===== src/rtl/mult_share_sched.sv =====
// Round-robin sharing of one external W x W multiplier among NREQ requesters.
// Two stages: S1 registers the granted operands, S2 captures the product and tag.
module mult_share_sched #(
  parameter int W    = 4,
  parameter int NREQ = 4,
  parameter int TAGW = (NREQ > 1) ? $clog2(NREQ) : 1
) (
  input  logic              clk,
  input  logic              rst_n,
  input  logic [NREQ-1:0]   req_valid,
  input  logic [NREQ*W-1:0] req_x,
  input  logic [NREQ*W-1:0] req_y,
  output logic [NREQ-1:0]   req_ready,
  output logic [W-1:0]      mult_x,
  output logic [W-1:0]      mult_y,
  input  logic [2*W-1:0]    mult_o,
  output logic              res_valid,
  input  logic              res_ready,
  output logic [2*W-1:0]    res_o,
  output logic [TAGW-1:0]   res_tag,
  output logic              busy
);

  logic            s1_v_q, s1_v_d;
  logic [W-1:0]    s1_x_q, s1_x_d;
  logic [W-1:0]    s1_y_q, s1_y_d;
  logic [TAGW-1:0] s1_tag_q, s1_tag_d;
  logic            res_valid_q, res_valid_d;
  logic [2*W-1:0]  res_o_q, res_o_d;
  logic [TAGW-1:0] res_tag_q, res_tag_d;
  logic [TAGW-1:0] rr_ptr_q, rr_ptr_d;

  logic            adv1, adv2;
  logic            grant_found;
  logic [TAGW-1:0] grant_idx;
  logic            accept;

  function automatic logic [TAGW-1:0] wrap_idx(
    input int base,
    input int k
  );
    int s;
    s = base + k;
    if (s >= NREQ) s = s - NREQ;
    return TAGW'(s);
  endfunction

  assign adv2 = !res_valid_q || res_ready;
  assign adv1 = !s1_v_q || adv2;

  // Circular priority scan starting at rr_ptr.
  always_comb begin
    grant_found = 1'b0;
    grant_idx   = '0;
    for (int k = 0; k < NREQ; k++) begin
      if (!grant_found &&
          req_valid[wrap_idx(int'(rr_ptr_q), k)]) begin
        grant_found = 1'b1;
        grant_idx   = wrap_idx(int'(rr_ptr_q), k);
      end
    end
  end

  // Gated by rst_n so no grant is visible while reset is held.
  always_comb begin
    req_ready = '0;
    if (rst_n && adv1 && grant_found)
      req_ready = NREQ'(1) << grant_idx;
  end

  assign accept = |(req_valid & req_ready);

  always_comb begin
    s1_v_d      = s1_v_q;
    s1_x_d      = s1_x_q;
    s1_y_d      = s1_y_q;
    s1_tag_d    = s1_tag_q;
    rr_ptr_d    = rr_ptr_q;
    res_valid_d = res_valid_q;
    res_o_d     = res_o_q;
    res_tag_d   = res_tag_q;
    if (accept) begin
      s1_v_d   = 1'b1;
      s1_x_d   = req_x[int'(grant_idx)*W +: W];
      s1_y_d   = req_y[int'(grant_idx)*W +: W];
      s1_tag_d = grant_idx;
      if (grant_idx == TAGW'(NREQ-1))
        rr_ptr_d = '0;
      else
        rr_ptr_d = grant_idx + TAGW'(1);
    end else if (adv2) begin
      s1_v_d = 1'b0;
    end
    if (adv2) begin
      res_valid_d = s1_v_q;
      if (s1_v_q) begin
        res_o_d   = mult_o;
        res_tag_d = s1_tag_q;
      end
    end
  end

  always_ff @(posedge clk or negedge rst_n) begin
    if (!rst_n) begin
      s1_v_q      <= 1'b0;
      s1_x_q      <= '0;
      s1_y_q      <= '0;
      s1_tag_q    <= '0;
      rr_ptr_q    <= '0;
      res_valid_q <= 1'b0;
      res_o_q     <= '0;
      res_tag_q   <= '0;
    end else begin
      s1_v_q      <= s1_v_d;
      s1_x_q      <= s1_x_d;
      s1_y_q      <= s1_y_d;
      s1_tag_q    <= s1_tag_d;
      rr_ptr_q    <= rr_ptr_d;
      res_valid_q <= res_valid_d;
      res_o_q     <= res_o_d;
      res_tag_q   <= res_tag_d;
    end
  end

  assign mult_x    = s1_x_q;
  assign mult_y    = s1_y_q;
  assign res_valid = res_valid_q;
  assign res_o     = res_o_q;
  assign res_tag   = res_tag_q;
  assign busy      = s1_v_q || res_valid_q;

endmodule

===== config.mk =====
export PLATFORM = sky130hd
export DESIGN_NAME = mult_share_sched
export DESIGN_NICKNAME = d
export VERILOG_FILES = /design/src/rtl/mult_share_sched.sv
export SDC_FILE = /design/constraint.sdc
export NUM_CORES = 1
export LEC_CHECK = 0
export ABC_CLOCK_PERIOD_IN_PS = 2500
export CAP_MARGIN = 30
export CORE_AREA = 3 3 66 68
export CTS_CLUSTER_SIZE = 25
export DETAILED_ROUTE_END_ITERATION = 7
export DIE_AREA = 0 0 69 71
export PLACE_DENSITY = 0.77
export SYNTH_ARGS = -nofsm -noshare
export SYNTH_HDL_FRONTEND = slang
export SYNTH_SLANG_ARGS = --single-unit

===== constraint.sdc =====
create_clock -name clk -period 2.5 [get_ports clk]
set_input_delay 0.25 -clock clk [delete_from_list [all_inputs] [get_ports clk]]
set_output_delay 0.25 -clock clk [all_outputs]
set_load 0.005 [all_outputs]

# Yosys cells after proc, flatten, opt, wreduce, memory -nomap -nowiden
# Cells that the tools add are included.
# word_totals
register_bits	24
inputBits	47
out_inout_bits	24
word_cells	69
# classes
n_addsub	8
order_cmp	8
eq_ne	1
shifts	3
mux	24
n_bitwise	1
n_reduce_logical	16
# ops
op	count
variable part select 16 x 5 -> 4 bit	2
2-to-1 mux 2 bit	9
less-than comparator 2 x 3 -> 1 bit (second input constant)	4
2-to-1 mux 1 bit	10
>= comparator 3 bit (second input constant)	3
binary-select mux 1 bit (select 2 bit)	4
subtractor 2 x 1 -> 2 bit (second input constant)	4
adder 2 x 2 -> 3 bit (second input constant)	2
logical AND 1 bit	5
zero test 1 bit	5
bitwise AND 4 bit	1
2-to-1 mux 4 bit	1
OR reduction 4 bit	1
left shift 1 x 2 -> 4 bit (first input constant)	1
adder 2 x 1 -> 3 bit (second input constant)	1
>= comparator 2 x 3 -> 1 bit (second input constant)	1
logical OR 1 bit	3
adder 2 x 1 -> 2 bit (second input constant)	1
equality test 2 bit (second input constant)	1
AND reduction 2 bit	1
nonzero test 2 bit	1

# Longest topological paths before layout
# Gate-level depths: netlist of the first run.
# depth
ltp_word	19
ltp_mapped	11
ltp_nobuf	8

# Least setup slack after synthesis of the first run
# Ideal clock, no wire load.
# synth_path
kind	input to register
start	input req_valid[2]
end	register s1_x_q[0], in the netlist mult_x[0]
setup_ns	0.125
t_arrival_ns	2.335
required_time_ns	2.375
slack_ns	0.040
path_stages	11
n_path_buf	3
cell_sequence	nor2b_2 a21boi_0 o32ai_2 buf_4 buf_2 inv_1 ha_1 a221o_1 nand2_2 buf_12 mux2_4
# synth_via
elab_chain_cells	16
elab_cells_between_ends	28
# synth_rtl
element	line	source
start: declaration	10	input logic [NREQ-1:0] req_valid,
binary-select mux 1 bit (select 2 bit)	57	req_valid[wrap_idx(int'(rr_ptr_q), k)]) begin
2-to-1 mux 1 bit (not written as such)	57	
2-to-1 mux 1 bit	56	if (!grant_found &&
zero test 1 bit	56	
logical AND 1 bit	56	
2-to-1 mux 1 bit	56	
zero test 1 bit	56	
logical AND 1 bit	56	
2-to-1 mux 1 bit	56	
zero test 1 bit	56	
logical AND 1 bit	56	
2-to-1 mux 2 bit or 2-to-1 mux 1 bit (tied branches)	56	
left shift 1 x 2 -> 4 bit or logical AND 1 bit (tied branches)	68, 67	
2-to-1 mux 4 bit	67	if (rst_n && adv1 && grant_found)
bitwise AND 4 bit	71	assign accept = |(req_valid & req_ready);
OR reduction 4 bit	71	
end signal: assignment	106	s1_x_q <= '0;
end signal: assignment	115	s1_x_q <= s1_x_d;
end: declaration	25	logic [W-1:0] s1_x_q, s1_x_d;
# Several ways; a longest one is shown, not always the timed one. The select of a mux whose other input is x is not followed.
# A chain may end at the register's enable or synchronous reset.

# Worst setup path in the final report of the first run
# layout_path
start	input req_valid[2]
end	register s1_y_q[1], in the netlist mult_y[1]
# layout_via
elab_chain_cells	16
elab_cells_between_ends	28
# layout_rtl
element	line	source
binary-select mux 1 bit (select 2 bit)	57	
2-to-1 mux 1 bit (not written as such)	57	
2-to-1 mux 1 bit	56	
zero test 1 bit	56	
logical AND 1 bit	56	
2-to-1 mux 1 bit	56	
zero test 1 bit	56	
logical AND 1 bit	56	
2-to-1 mux 1 bit	56	
zero test 1 bit	56	
logical AND 1 bit	56	
2-to-1 mux 2 bit or 2-to-1 mux 1 bit (tied branches)	56	
left shift 1 x 2 -> 4 bit or logical AND 1 bit (tied branches)	68, 67	
2-to-1 mux 4 bit	67	
bitwise AND 4 bit	71	
OR reduction 4 bit	71	
end signal: assignment	116	s1_y_q <= s1_y_d;
end: declaration	26	logic [W-1:0] s1_y_q, s1_y_d;
# Several ways; a longest one is shown, not always the timed one. The select of a mux whose other input is x is not followed.

==> results of run 1 <==
layout by cell type (no fill, tap or decap), types with 2 or more instances in the layout:
master,netlist,layout
nor2b_1,2,2
nand2_1,5,5
mux2_4,9,9
and3_1,2,2
mux2i_1,8,8
clkbuf_8,0,4
dlygate4sd2_1,0,2
a22oi_1,8,8
mux2_2,12,12
nor2b_2,2,2
clkdlybuf4s50_1,0,67
nand2b_1,10,10
a21oi_1,8,8
dfrtp_1,24,24
buf_4,1,11
nor2_1,7,7
sequential cells by signal, indices dropped and copies added, names as in the netlist:
register,count
s1_tag_q,2
mult_x,4
s1_v_q,1
res_valid,1
res_tag,2
res_o,8
mult_y,4
rr_ptr_q,2
timing repair:
action / in CTS / in global routing
endpoints found under the hold margin: 0 / 0
pin swaps: 3 / 1
hold buffers: 0 / 0
gates resized for setup: 3 / 1
endpoints found under the setup margin: 1 / 1
buffers inserted: 2 / 0
per-layer routing:
metal	vias up	track usage [%]	wire length (um)
li1	583	-	-
met1	501	16.87	1383
met2	57	21.61	1479
met3	4	2.699	216
met4	0	6.941	54
met5	-	0	0
through the flow:
step                      cell area, sq um  total power, mW  setup WS [ps]
after floorplan                       1373            1.483          39.66
after global placement                2163            2.033         -53.91
after detailed placement              2163            2.080         -162.9
after CTS                             2233            2.353          35.24
after global routing                  2236            2.499          40.17
final                                 2236            2.315          150.4
power groups by stage:
stage          Clock (mW)  Combinational, mW  Sequential (mW)
5_1_grt             0.284               1.47            0.750
4_1_cts             0.261               1.37            0.724
2_1_floorplan           0              0.765            0.717
6_report            0.248               1.35            0.721
3_3_place_gp            0               1.31            0.718
3_5_place_dp            0               1.35            0.732
worst max path at each step:
stage | start | endpoint | slack, ps | cells after the start
after floorplan | req_valid[2] | mult_x[0]$_DFFE_PN0P_ | 40 | 11
after global placement | req_valid[2] | mult_y[1]$_DFFE_PN0P_ | -50 | 10
after detailed placement | req_valid[2] | mult_y[1]$_DFFE_PN0P_ | -160 | 10
after CTS | req_valid[2] | req_ready[0] | 40 | 9
after global routing | req_valid[2] | req_ready[2] | 40 | 7
final | req_valid[2] | mult_y[1]$_DFFE_PN0P_ | 150 | 11
cells by family after synthesis:
kind of cell | Yosys count | synth area share, %
flops | 24 | 43.76
fa+ha+maj | 1 | 0.9114
simple gates | 32 | 12.85
compound gates | 22 | 11.49
buf+inv | 7 | 4.649
mux | 30 | 26.34
worst max-delay path: stages:
cell and delay [ps]:
clkdlybuf4s50_1 470, buf_4 110, nor2b_1 220, o21ai_1 110
o221a_1 160, buf_4 140, buf_4 130, a221o_1 320
nand2_2 100, buf_12 140, mux2_2 330
cell type report:
cell class | instances | area share (%)
Clock buffer | 4 | 2.462
Timing Repair Buffer | 82 | 35.93
Multi-Input combinational cell | 85 | 31.79
Sequential cell | 24 | 26.86
Tap cell | 50 | 2.798
Inverter | 1 | 0.1679
synthesized netlist by cell type, drive strengths merged:
cell    instances  share of area [%]
buf             6                4.4
mux2i           8                5.8
nor2b           4                2.2
a21boi          1               0.55
and3            2               0.91
or2             1               0.46
a21oi           8                2.9
and2            1               0.46
o221a           1               0.82
o211ai          1               0.55
nand2b         10                4.6
a22oi           8                4.4
o32ai           1                1.2
mux2           22                 21
nand2           6                1.8
ha              1               0.91
inv             1               0.27
dfrtp          24                 44
nor2            7                1.9
a221o           1               0.73
o21ai           1               0.36
nand3b          1               0.55
==> flow_summary.toml, run 1 <==
[synthesis]
syn-num-nets = 164
avgSynthCellArea_sq_um = 11.83
syn_area_sq_um = 1373
yosys_warnings = 0
yosys_register_bits = 24
ys_seq_area_share_pct = 43.76
yosys.cell_types.count = 29
netlist_instances = 116

[global_routing]
grt-ovfl-total = 0
grt_pass1_wl_um = 5340
antenna_found_initial = 0
grt_max_degree = 26
track_usage_pct = 13.35
grt_pass1_vias = 1159

[worst_setup_path]
critPathArrivalTime_ps = 2490
cp_max_fo = 10
worstPathRequired_ps = 2640
r2r-start = "rr_ptr_q[0]$_DFFE_PN0P_"
rrSetupSlack_ps = 280
cp-start-kind = "primary input"
critPathKind = "in -> reg"
endpoint_kind = "flop"
reg2reg_depth = 9
worstReg2RegEnd = "mult_y[1]$_DFFE_PN0P_"

[sta]
worstMarginPinSlew_ps = 394.3
slew_violations = 0
finClkSkew_ps = 2.185
rsz0062_at_grt = "false"
whs_ps = 388.8
final_hold_viol_count = 0
fin_crit_sh_pct = 93.98
fin_tns_setup_ps = 0
fin_crit_ps = 2350
max_freq_mhz = 425.6
finalSetupViolCount = 0
slew_headroom_pct = 73.65

[die]
die_h_um = 71
placementRows = 23
die-area_sq_um = 4899
io_pins = 71
coreArea_sq_um = 3914
die_x_um = 69
start_util_pct = 35.07

[final_layout]
finish.utilization_pct = 57.13
diodes = 0
multi_input_area_sq_um = 710.7
drive_above_1_share_pct = 21.94
fin_cells = 246
nFillCells = 336
nets = 245
regArea_sq_um = 600.6
area_growth_pct = 62.90

[outcome]
status = "completed"

[clock_network]
clock_latency_ps = 250
cts_tree = "built"
clockBufferDepth = 2
htree_levels = 1
cts.sinks = 24
clk_pin_slew_worst_paths_ps = 80
cts_made_buffers = 3
root_buffer = "clkbuf_8"

[power]
clkPwrFrac_pct = 10.7
p_seq_share_pct = 31.1
switching_power_mw = 0.6981
intPower_mw = 1.617
power_switching_share_pct = 30.15
share_comb_of_total_power_pct = 58.2
p_per_area_nw_per_um2 = 1036
worst_ir_drop_vdd_v = 0.0004568
leakage_nw = 0.9893

[drt]
routed_wl_um = 3134
drc = 0
routed-via-count = 1145
vias_per_cell = 4.654
antenna_left = 0
post_drt_wl_per_cell_um = 12.74
drt-initial-drc-count = 38
dr.pass1.iters = 4

[placement]
dpl.cell_count = 240
dp_hpwl_um = 2635
gp_congestion = 0.7888
io_buffers = 70

[job]
max-cap-violations = 0

[worst_hold_path]
hp-class = "in -> async"
Power figures use the tool's default switching activity.
==> inputs of run 2 (changes only) <==
--- a/config.mk
+++ b/config.mk
@@ -12,6 +12,7 @@
 export DETAILED_ROUTE_END_ITERATION = 7
 export DIE_AREA = 0 0 69 71
 export PLACE_DENSITY = 0.77
+export SETUP_SLACK_MARGIN = 0.5
 export SYNTH_ARGS = -nofsm -noshare
 export SYNTH_HDL_FRONTEND = slang
 export SYNTH_SLANG_ARGS = --single-unit
==> run 2 against run 1 <==
Clock skew is 0.68 ps lower. Sequential cell count unchanged. Core utilization grew 3.7 points. Non-clock buffer count is 3 higher. Critical endpoint is now rr_ptr_q[0]$_DFFE_PN0P_. Setup slack better by 160 ps. Sequential power up 2%. Cell count rose by 1.2%. Clock power hardly changed. Via count rose by 3.0%. Total power up 10%.
==> flow_summary.toml, run 2 (synthesis gave the netlist of run 1 again) <==
[sta]
final_hold_viol_count = 0
slew_violations = 0
finClkSkew_ps = 1.508
fin_crit_ps = 2189
worstMarginPinSlew_ps = 385.8
rsz0062_at_grt = "true"
fin_crit_sh_pct = 87.56
layout_setup_ws_ps = 311.0
slew_headroom_pct = 74.22
finalSetupViolCount = 0
fin_tns_setup_ps = 0
max_freq_mhz = 456.8

[global_routing]
grt_pass1_vias = 1168
track_usage_pct = 13.98
grt_max_degree = 27
grt-ovfl-total = 0
antenna_found_initial = 0
grt_pass1_wl_um = 5637

[die]
die_h_um = 71
start_util_pct = 35.07
io_pins = 71
coreArea_sq_um = 3914
die-area_sq_um = 4899
placementRows = 23
die_x_um = 69

[outcome]
status = "completed"

[worst_setup_path]
critPathLaunch = "rr_ptr_q[0]$_DFFE_PN0P_"
critical_path.most_common_cell = "buf_6"
r2r-start = "rr_ptr_q[0]$_DFFE_PN0P_"
crit_buf_inv = 2
cp-start-kind = "flop"
worstPathRequired_ps = 2650
cp_max_fo = 4
endpoint_kind = "flop"
crit_family = "compound AO/OA/AOI/OAI gates"
crit_chain = "nor2b_4 -> nor2_2 -> o221a_1 -> buf_6 -> ha_4 -> a221o_1 -> nand2_4 -> buf_6 -> mux2_4"
cpPeakStageDelay_ps = 460
critPathArrivalTime_ps = 2340
worst_path_max_delay_cell = "dfrtp_2"
critPathKind = "reg -> reg"

[drt]
routed-via-count = 1179
vias_per_cell = 4.735
post_drt_wl_per_cell_um = 14.13
routed_wl_um = 3518
dr.pass1.iters = 5
antenna_left = 0
drc = 0
drt-initial-drc-count = 44

[power]
worst_ir_drop_vdd_v = 0.0004274
leakage_nw = 1.051
p_per_area_nw_per_um2 = 1070

[final_layout]
area_growth_pct = 73.56
nets = 248
drive_above_1_share_pct = 29.65
diodes = 0
mostFrequentLayoutCell = "clkdlybuf4s50_1"
nFillCells = 316
largest_reg_flops = 8
layout_common_cells = "clkdlybuf4s50_1 (62), dfrtp_1 (22), mux2_4 (12), nand2b_1 (10), mux2_2 (10)"

[clock_network]
cts_tree = "built"
cts.sinks = 24
postCtsHoldBufs = 0
htree_levels = 1
clockBufferDepth = 2
clock_latency_ps = 260
cts_made_buffers = 3
root_buffer = "clkbuf_8"
clk_pin_slew_worst_paths_ps = 70

[placement]
post-place-ws_ps = -113.2
dp_hpwl_um = 2732
gp_congestion = 0.8133
io_buffers = 70

[worst_hold_path]
hp-class = "in -> async"

[job]
max-cap-violations = 0
==> run 2: metrics by stage <==
step                instances  power [mW]  area (sq um)  hold WS [ps]  util, %
detailed placement        239       2.121          2192         489.4    56.01
CTS                       248       2.532          2364         409.2    60.39
finish                    249       2.549          2382         410.9    60.87
floorplan                 116       1.513          1403        -45.59        -
global route              249       2.705          2382         425.6    60.87
global placement          239       2.070          2192         482.6    56.01
==> run 2: metal layers <==
metal	vias to the layer above	GRT usage, %	part of all wire [%]
li1	586	-	-
met1	532	17.69	44
met2	56	23.94	48
met3	5	3.125	6.7
met4	0	4.121	1.0
met5	-	0	0
==> run 2: layout make-up <==
| cell class | instances | area (sq um) | share of cell area [%] |
|---|---|---|---|
| tap | 50 | 62.56 | 2.626 |
| sequential | 24 | 603.1 | 25.32 |
| inverter | 1 | 6.256 | 0.2626 |
| multi-input combinational | 85 | 793.3 | 33.30 |
| clock buffer | 4 | 55.05 | 2.311 |
| timing repair buffer | 85 | 862.1 | 36.19 |
==> run 2: path summary, 6_finish.rpt <==
kind                            slack [ps]  cells after the start                      end
worst min register to register         510                      1     res_o[5]$_DFFE_PN0P_
worst max-delay path                   310                      9  rr_ptr_q[0]$_DFFE_PN0P_
min in group clk                       510                      1     res_o[5]$_DFFE_PN0P_
worst max register to register         310                      9  rr_ptr_q[0]$_DFFE_PN0P_
max in group asynchronous             1850                      2  rr_ptr_q[0]$_DFFE_PN0P_
worst min-delay path                   410                      2       s1_v_q$_DFFE_PN0P_
==> run 2: where the power goes <==
part	switching, mW	leakage, nW	internal (mW)
combinational	0.534	0.742	1.03
sequential	0.140	0.280	0.595
clock	0.110	0.0288	0.140
==> run 2: timing repair <==
item / in CTS / in global routing
cloned: 1 / 0
buffers inserted: 4 / 1
pin swaps: 6 / 4
gates resized for setup: 29 / 9
endpoints found under the setup margin: 17 / 17
hold endpoints to repair: 0 / 0
